--- src/rtl/smpl_iter.sv ---
// Sample iterator: walks every subsample position inside a triangle's bounding box, one per cycle.
// Optional serpentine row order is selected by defining SMPL_ITER_SNAKE_EN.
module smpl_iter #(
   parameter int SIGFIG = 24,
   parameter int RADIX  = 10,
   parameter int VERTS  = 3,
   parameter int AXIS   = 3
) (
   input  logic                                         clk,
   input  logic                                         rst,
   input  logic signed [VERTS-1:0][AXIS-1:0][SIGFIG-1:0] tri_R13S,
   input  logic signed [1:0][1:0][SIGFIG-1:0]            box_R13S,
   input  logic                                         validTri_R13H,
   input  logic [3:0]                                   subSample_RnnnnU,
   input  logic                                         dsHalt_RnnnnL,
   output logic                                         halt_RnnnnL,
   output logic signed [VERTS-1:0][AXIS-1:0][SIGFIG-1:0] tri_R14S,
   output logic signed [1:0][SIGFIG-1:0]                 sample_R14S,
   output logic                                         validSamp_R14H
);

   typedef enum logic [0:0] {
      ST_WAIT = 1'b0,
      ST_TEST = 1'b1
   } state_t;

   typedef logic [VERTS-1:0][AXIS-1:0][SIGFIG-1:0] tri_t;

   state_t              state_r, state_s;
   tri_t                tri_r, tri_s;
   logic [SIGFIG-1:0]   ll_x_r, ll_x_s, ll_y_r, ll_y_s;
   logic [SIGFIG-1:0]   ur_x_r, ur_x_s, ur_y_r, ur_y_s;
   logic [SIGFIG-1:0]   samp_x_r, samp_x_s, samp_y_r, samp_y_s;
   logic                valid_r, valid_s;
   logic [SIGFIG-1:0]   step_s;
   logic [SIGFIG-1:0]   y_next_s;
   logic signed [SIGFIG:0] x_inc_s;
   logic                x_inc_fits_s;
   logic                last_s;
   logic                halt_s;
   logic                accept_s;
`ifdef SMPL_ITER_SNAKE_EN
   logic                dir_r, dir_s;
   logic signed [SIGFIG:0] x_dec_s;
   logic                x_dec_fits_s;
`endif

   // Sign-extend a coordinate by one bit so compares near full scale cannot wrap.
   function automatic logic signed [SIGFIG:0] sext(input logic [SIGFIG-1:0] v);
      return $signed({v[SIGFIG-1], v});
   endfunction

   // Zero-extend the (always positive) step to the compare width.
   function automatic logic signed [SIGFIG:0] zext(input logic [SIGFIG-1:0] v);
      return $signed({1'b0, v});
   endfunction

   // Decode the one-hot subsample selector into a fixed-point step.
   always_comb begin
      step_s = SIGFIG'(1'b1) << RADIX;
      case (subSample_RnnnnU)
         4'b1000: step_s = SIGFIG'(1'b1) << RADIX;
         4'b0100: step_s = SIGFIG'(1'b1) << (RADIX - 1);
         4'b0010: step_s = SIGFIG'(1'b1) << (RADIX - 2);
         4'b0001: step_s = SIGFIG'(1'b1) << (RADIX - 3);
         default: step_s = SIGFIG'(1'b1) << RADIX;
      endcase
   end

   assign x_inc_s      = sext(samp_x_r) + zext(step_s);
   assign x_inc_fits_s = (x_inc_s <= sext(ur_x_r));
   assign y_next_s     = samp_y_r + step_s;

`ifdef SMPL_ITER_SNAKE_EN
   assign x_dec_s      = sext(samp_x_r) - zext(step_s);
   assign x_dec_fits_s = (x_dec_s >= sext(ll_x_r));
   // Odd rows run right-to-left, so the final sample sits at whichever edge the last row ends on.
   assign last_s = (state_r == ST_TEST) && (samp_y_r == ur_y_r) &&
                   (samp_x_r == (dir_r ? ll_x_r : ur_x_r));
`else
   assign last_s = (state_r == ST_TEST) && (samp_y_r == ur_y_r) && (samp_x_r == ur_x_r);
`endif

   // Only dsHalt_RnnnnL reaches halt combinationally; the rest is registered state.
   assign halt_s      = dsHalt_RnnnnL & ((state_r == ST_WAIT) | last_s);
   assign accept_s    = halt_s & validTri_R13H;
   assign halt_RnnnnL = halt_s;

   // Next-state and datapath: accept a new triangle, advance the walk, or retire the last sample.
   always_comb begin
      state_s  = state_r;
      tri_s    = tri_r;
      ll_x_s   = ll_x_r;
      ll_y_s   = ll_y_r;
      ur_x_s   = ur_x_r;
      ur_y_s   = ur_y_r;
      samp_x_s = samp_x_r;
      samp_y_s = samp_y_r;
      valid_s  = valid_r;
`ifdef SMPL_ITER_SNAKE_EN
      dir_s    = dir_r;
`endif
      if (accept_s) begin
         state_s  = ST_TEST;
         tri_s    = tri_R13S;
         ll_x_s   = box_R13S[0][0];
         ll_y_s   = box_R13S[0][1];
         ur_x_s   = box_R13S[1][0];
         ur_y_s   = box_R13S[1][1];
         samp_x_s = box_R13S[0][0];
         samp_y_s = box_R13S[0][1];
         valid_s  = 1'b1;
`ifdef SMPL_ITER_SNAKE_EN
         dir_s    = 1'b0;
`endif
      end else if (dsHalt_RnnnnL && (state_r == ST_TEST)) begin
         if (last_s) begin
            state_s = ST_WAIT;
            valid_s = 1'b0;
         end else begin
`ifdef SMPL_ITER_SNAKE_EN
            if (!dir_r) begin
               if (x_inc_fits_s) begin
                  samp_x_s = x_inc_s[SIGFIG-1:0];
               end else begin
                  samp_y_s = y_next_s;
                  dir_s    = 1'b1;
               end
            end else begin
               if (x_dec_fits_s) begin
                  samp_x_s = x_dec_s[SIGFIG-1:0];
               end else begin
                  samp_y_s = y_next_s;
                  dir_s    = 1'b0;
               end
            end
`else
            if (x_inc_fits_s) begin
               samp_x_s = x_inc_s[SIGFIG-1:0];
            end else begin
               samp_x_s = ll_x_r;
               samp_y_s = y_next_s;
            end
`endif
         end
      end else begin
         state_s = state_r;
      end
   end

   // State and datapath registers with synchronous reset.
   always_ff @(posedge clk) begin
      if (rst) begin
         state_r  <= ST_WAIT;
         tri_r    <= '0;
         ll_x_r   <= '0;
         ll_y_r   <= '0;
         ur_x_r   <= '0;
         ur_y_r   <= '0;
         samp_x_r <= '0;
         samp_y_r <= '0;
         valid_r  <= 1'b0;
`ifdef SMPL_ITER_SNAKE_EN
         dir_r    <= 1'b0;
`endif
      end else begin
         state_r  <= state_s;
         tri_r    <= tri_s;
         ll_x_r   <= ll_x_s;
         ll_y_r   <= ll_y_s;
         ur_x_r   <= ur_x_s;
         ur_y_r   <= ur_y_s;
         samp_x_r <= samp_x_s;
         samp_y_r <= samp_y_s;
         valid_r  <= valid_s;
`ifdef SMPL_ITER_SNAKE_EN
         dir_r    <= dir_s;
`endif
      end
   end

   assign tri_R14S       = tri_r;
   assign sample_R14S    = {samp_y_r, samp_x_r};
   assign validSamp_R14H = valid_r;

endmodule

--- config.mk ---
export PLATFORM = sky130hd
export DESIGN_NAME = smpl_iter
export DESIGN_NICKNAME = d
export VERILOG_FILES = /design/src/rtl/smpl_iter.sv
export SDC_FILE = /design/constraint.sdc
export NUM_CORES = 1
export LEC_CHECK = 0
export ABC_CLOCK_PERIOD_IN_PS = 12300
export CAP_MARGIN = 20
export CORE_AREA = 2 2 231 233
export DETAILED_ROUTE_END_ITERATION = 12
export DIE_AREA = 0 0 233 235
export PLACE_DENSITY = 0.57
export SYNTH_ARGS = -nofsm -noshare
export SYNTH_HDL_FRONTEND = slang
export SYNTH_SLANG_ARGS = --single-unit
--- constraint.sdc ---
create_clock -name clk -period 12.3 [get_ports clk]
set_input_delay 2.46 -clock clk [delete_from_list [all_inputs] [get_ports clk]]
set_output_delay 2.46 -clock clk [all_outputs]
set_load 0.02 [all_outputs]
==> results.sh <==
export IMPL_p_sw_share_pct=27.8
export IMPL_drive_gt1_share_pct=4.57
export IMPL_dp_final_hpwl_um=42200
export IMPL_clk_pin_slew_ps=60
export IMPL_fin_setup_tns_ps=0
export IMPL_cts_repair_resized=0
export IMPL_sequentialPowerShare_pct=40.5
export IMPL_synth_cell_area_mm2=0.0139
export IMPL_gp_congestion=0.893
export IMPL_fmax_mhz=120
export IMPL_syn_nets=2120
export IMPL_grt_max_degree=204
export IMPL_p_int_uw=2150
export IMPL_drt_iter0_drc=786
export IMPL_worst_slew_pin_transition_ps=1100
export IMPL_drc_errors=0
export IMPL_synth_top_family_by_area="simple AND/OR/NAND/NOR gates"
export IMPL_p_comb_share_pct=17.9
export IMPL_synth_simple_area_share_pct=22.3
export IMPL_post_drt_wl_per_cell_um=19.2
export IMPL_period_minus_slack_ps=8300
export IMPL_overflow=0
export IMPL_hold_path_class="register to register"
export IMPL_synth_xor_area_share_pct=3.60
export IMPL_cap_violations=0
export IMPL_slew_headroom_pct=26.6
export IMPL_place_area_mm2=0.0202
export IMPL_ir_drop_uv=98.1
export IMPL_synthAdderAreaFrac_pct=2.87
export IMPL_cp_top_family="simple AND/OR/NAND/NOR gates"
export IMPL_synth_seq_area_share_pct=48.6
export IMPL_rrSetupSlack_ps=6870
export IMPL_grt_pass1_vias=13900
export IMPL_r2r_end="samp_x_r[2]"
export IMPL_cts_root_buf="clkbuf_16"
export IMPL_critPathCaptureType="register"
export IMPL_drtPass1Iterations=8
export IMPL_wirelength_um=57600
export IMPL_timing_rr_start="samp_x_r[8]"
export IMPL_critPathMaxFanout=18
export IMPL_post_cts_buffers=0
export IMPL_grt_pass1_wl_um=85000
export IMPL_place_port_buffers=585
export IMPL_clkLatencyLatePin_ps=570
export IMPL_post_place_ws_ps=3450
export IMPL_skew_ps=23.8
export IMPL_viasPerCell=4.73
export IMPL_p_leak_uw=0.00779
export IMPL_rsz0062_at_grt="false"
export IMPL_syn_inst=1769
export IMPL_synth_compound_area_share_pct=17.5
export IMPL_critPathBufInv=1
export IMPL_setup_ws_ps=4000
export IMPL_postCtsHoldBufs=0
export IMPL_rows=84
export IMPL_core_area_mm2=0.0522
export IMPL_ys_warn_count=0
export IMPL_hold_violations=0
export IMPL_synth_flop_cell="dfxtp_1"
export IMPL_numClockSinks=337
export IMPL_syn_area_per_cell_um2=7.84
export IMPL_critPathMaxStageDelay_ps=870
export IMPL_slowest_stage="nor4b_1"
export IMPL_startpoint="subSample_RnnnnU[0]"
export IMPL_required_ps=12750
export IMPL_cts_htree_levels=2
export IMPL_setup_viol=0
export IMPL_muxShareOfSynthArea_pct=0.397
export IMPL_cts_buffer_depth=3
export IMPL_yosysUniqueCellTypes=65
export IMPL_worstPathArrival_ps=8760
export IMPL_grtUsageTotal_pct=20.3
export IMPL_crit_cells=16
export IMPL_path_cells="clkdlybuf4s50_1 -> nor4b_1 -> nor3_1 -> ha_1 -> o221ai_1 -> nor3_1 -> nand4_1 -> xnor2_1 -> ha_1 -> nand4_1 -> or4_4 -> o31a_1 -> o21ai_1 -> a21o_2 -> nand2_1 -> o221a_2"
export IMPL_numCtsBuffers=42
export IMPL_path_class="primary input to register"
export IMPL_die_area_mm2=0.0548
export IMPL_power_clock_fraction_pct=41.6
export IMPL_syn_to_final_growth_pct=55.7
export IMPL_synth_edf_count=0
export IMPL_ant_nets=0
export IMPL_final_cell_area_mm2=0.0216
export IMPL_fp_dieW_um=233
export IMPL_initial_utilization_pct=26.6
export IMPL_fin_crit_sh_pct=67.5
export IMPL_cts_tree="done"
export IMPL_antenna_found_initial=5
export IMPL_powerDensity_mw_per_mm2=138
export IMPL_ys_ff_latch=337
export IMPL_pin_count=586
export IMPL_critPathLaunchType="primary input"
export IMPL_outcome="finished, final reports clean"
export IMPL_die_h_um=235
export IMPL_drv_slew=0
export IMPL_reg2reg_depth=15
export IMPL_nets=2637
export IMPL_vias=14200
export IMPL_worstSetupEndpoint="samp_x_r[2]"
export IMPL_async_reset_ff_share_pct=0
export IMPL_switching_power_uw=827
==> Yosys cell counts (2+ instances only) <==
library cell,n,area share [%]
xor2_1,36,2.3
nand3_1,20,0.72
and4_1,3,0.19
buf_4,5,0.27
o21bai_1,2,0.11
or4_1,9,0.49
o21ai_0,20,0.72
o221a_2,8,0.65
nor3_1,3,0.11
o211ai_1,2,0.11
or3_1,4,0.18
a21oi_1,313,11
inv_1,33,0.89
o31ai_1,8,0.43
or2_2,2,0.090
nor2_1,41,1.1
o221ai_1,7,0.44
buf_2,35,1.3
a221oi_1,2,0.13
nand2_1,629,17
a31oi_1,18,0.81
dfxtp_1,337,49
a32o_1,2,0.14
o21ai_1,2,0.072
o21a_1,10,0.54
mux2_2,4,0.32
ha_1,31,2.8
xnor2_1,21,1.3
nor4_1,9,0.41
clkbuf_1,80,2.2
nand2b_1,2,0.090
a311oi_1,10,0.63
nor4b_1,3,0.19
buf_1,2,0.054
and3_1,8,0.36
nand4_1,19,0.86
==> sequential cells by signal, indices dropped and copies added, names as in the netlist <==
signal	cells
samp_y_r	24
tri_R14S	216
ll_x_r	24
validSamp_R14H	1
samp_x_r	24
ur_y_r	24
ur_x_r	24
==> area by class of cell <==
class	instances	area, µm²
clock buffers	63	1290
well taps	688	861
inverters	34	128
diodes	1	2.50
multi-input cells	1275	6490
clock inverters	13	101
fillers	5247	30600
flip-flops and latches	337	6750
repair buffers	596	5980
==> tightest hold or removal path, delay by kind of cell, from the launching register on <==
family             cells  cell delay [ps]
DFF                    1              300
AOI/OAI and AO/OA      1               50
and+or+nand+nor        1               50
==> cell families after synthesis <==
logic type,Yosys count
adder cells (fa/ha/maj),32
AND/OR/NAND/NOR,758
multiplexers,5
buffers and inverters,157
flip-flops,337
AO/OA/AOI/OAI,423
XOR/XNOR,57
==> worst min-delay path by stage <==
stage          cells after the start            end     startpoint  slack [ps]
2_1_floorplan                      2     ur_x_r[14]     ur_x_r[14]         440
3_3_place_gp                       2   tri_R14S[24]   tri_R14S[24]         440
3_5_place_dp                       2  tri_R14S[113]  tri_R14S[113]         450
4_1_cts                            2  tri_R14S[113]  tri_R14S[113]         450
5_1_grt                            2   tri_R14S[38]   tri_R14S[38]         470
6_report                           2  tri_R14S[113]  tri_R14S[113]         450
==> power by group through the flow <==
stage	clock network (µW)	registers [µW]	logic, µW
2_1_floorplan	0	1260	216
3_3_place_gp	0	1230	529
3_5_place_dp	0	1230	534
4_1_cts	1280	1200	536
5_1_grt	1330	1210	573
6_report	1240	1200	534
==> cells in the final DEF, fill, tap and decap left out, types with 19 or more instances in the layout <==
master           Yosys  final
inv_1               33     33
a21oi_1            313    313
nor2_1              41     40
clkbuf_16            0     45
nand4_1             19     19
xor2_1              36     36
dfxtp_1            337    337
clkdlybuf4s50_1      0    584
ha_1                31     31
nand3_1             20     19
o21ai_0             20     20
nand2_1            629    629
xnor2_1             21     21
==> layer usage <==
layer	share of wire [%]	vias to the layer above	global-route usage, %
met5	0.099	-	0
met4	2.3	8	5.83
met1	42	6758	24.5
met2	50	410	35.4
li1	-	6959	-
met3	6.1	91	4.85
==> through the flow <==
stage                     util [%]  hold WS [ps]  std cells  power, µW
final                         41.4           450       3007       2980
after global routing          41.4           467       3007       3110
after CTS                     41.3           453       3005       3020
after detailed placement      38.6           445       2929       1760
after global placement        38.6           441       2929       1750
after floorplan                  -           436       1769       1480
Power figures use the tool's default switching activity.
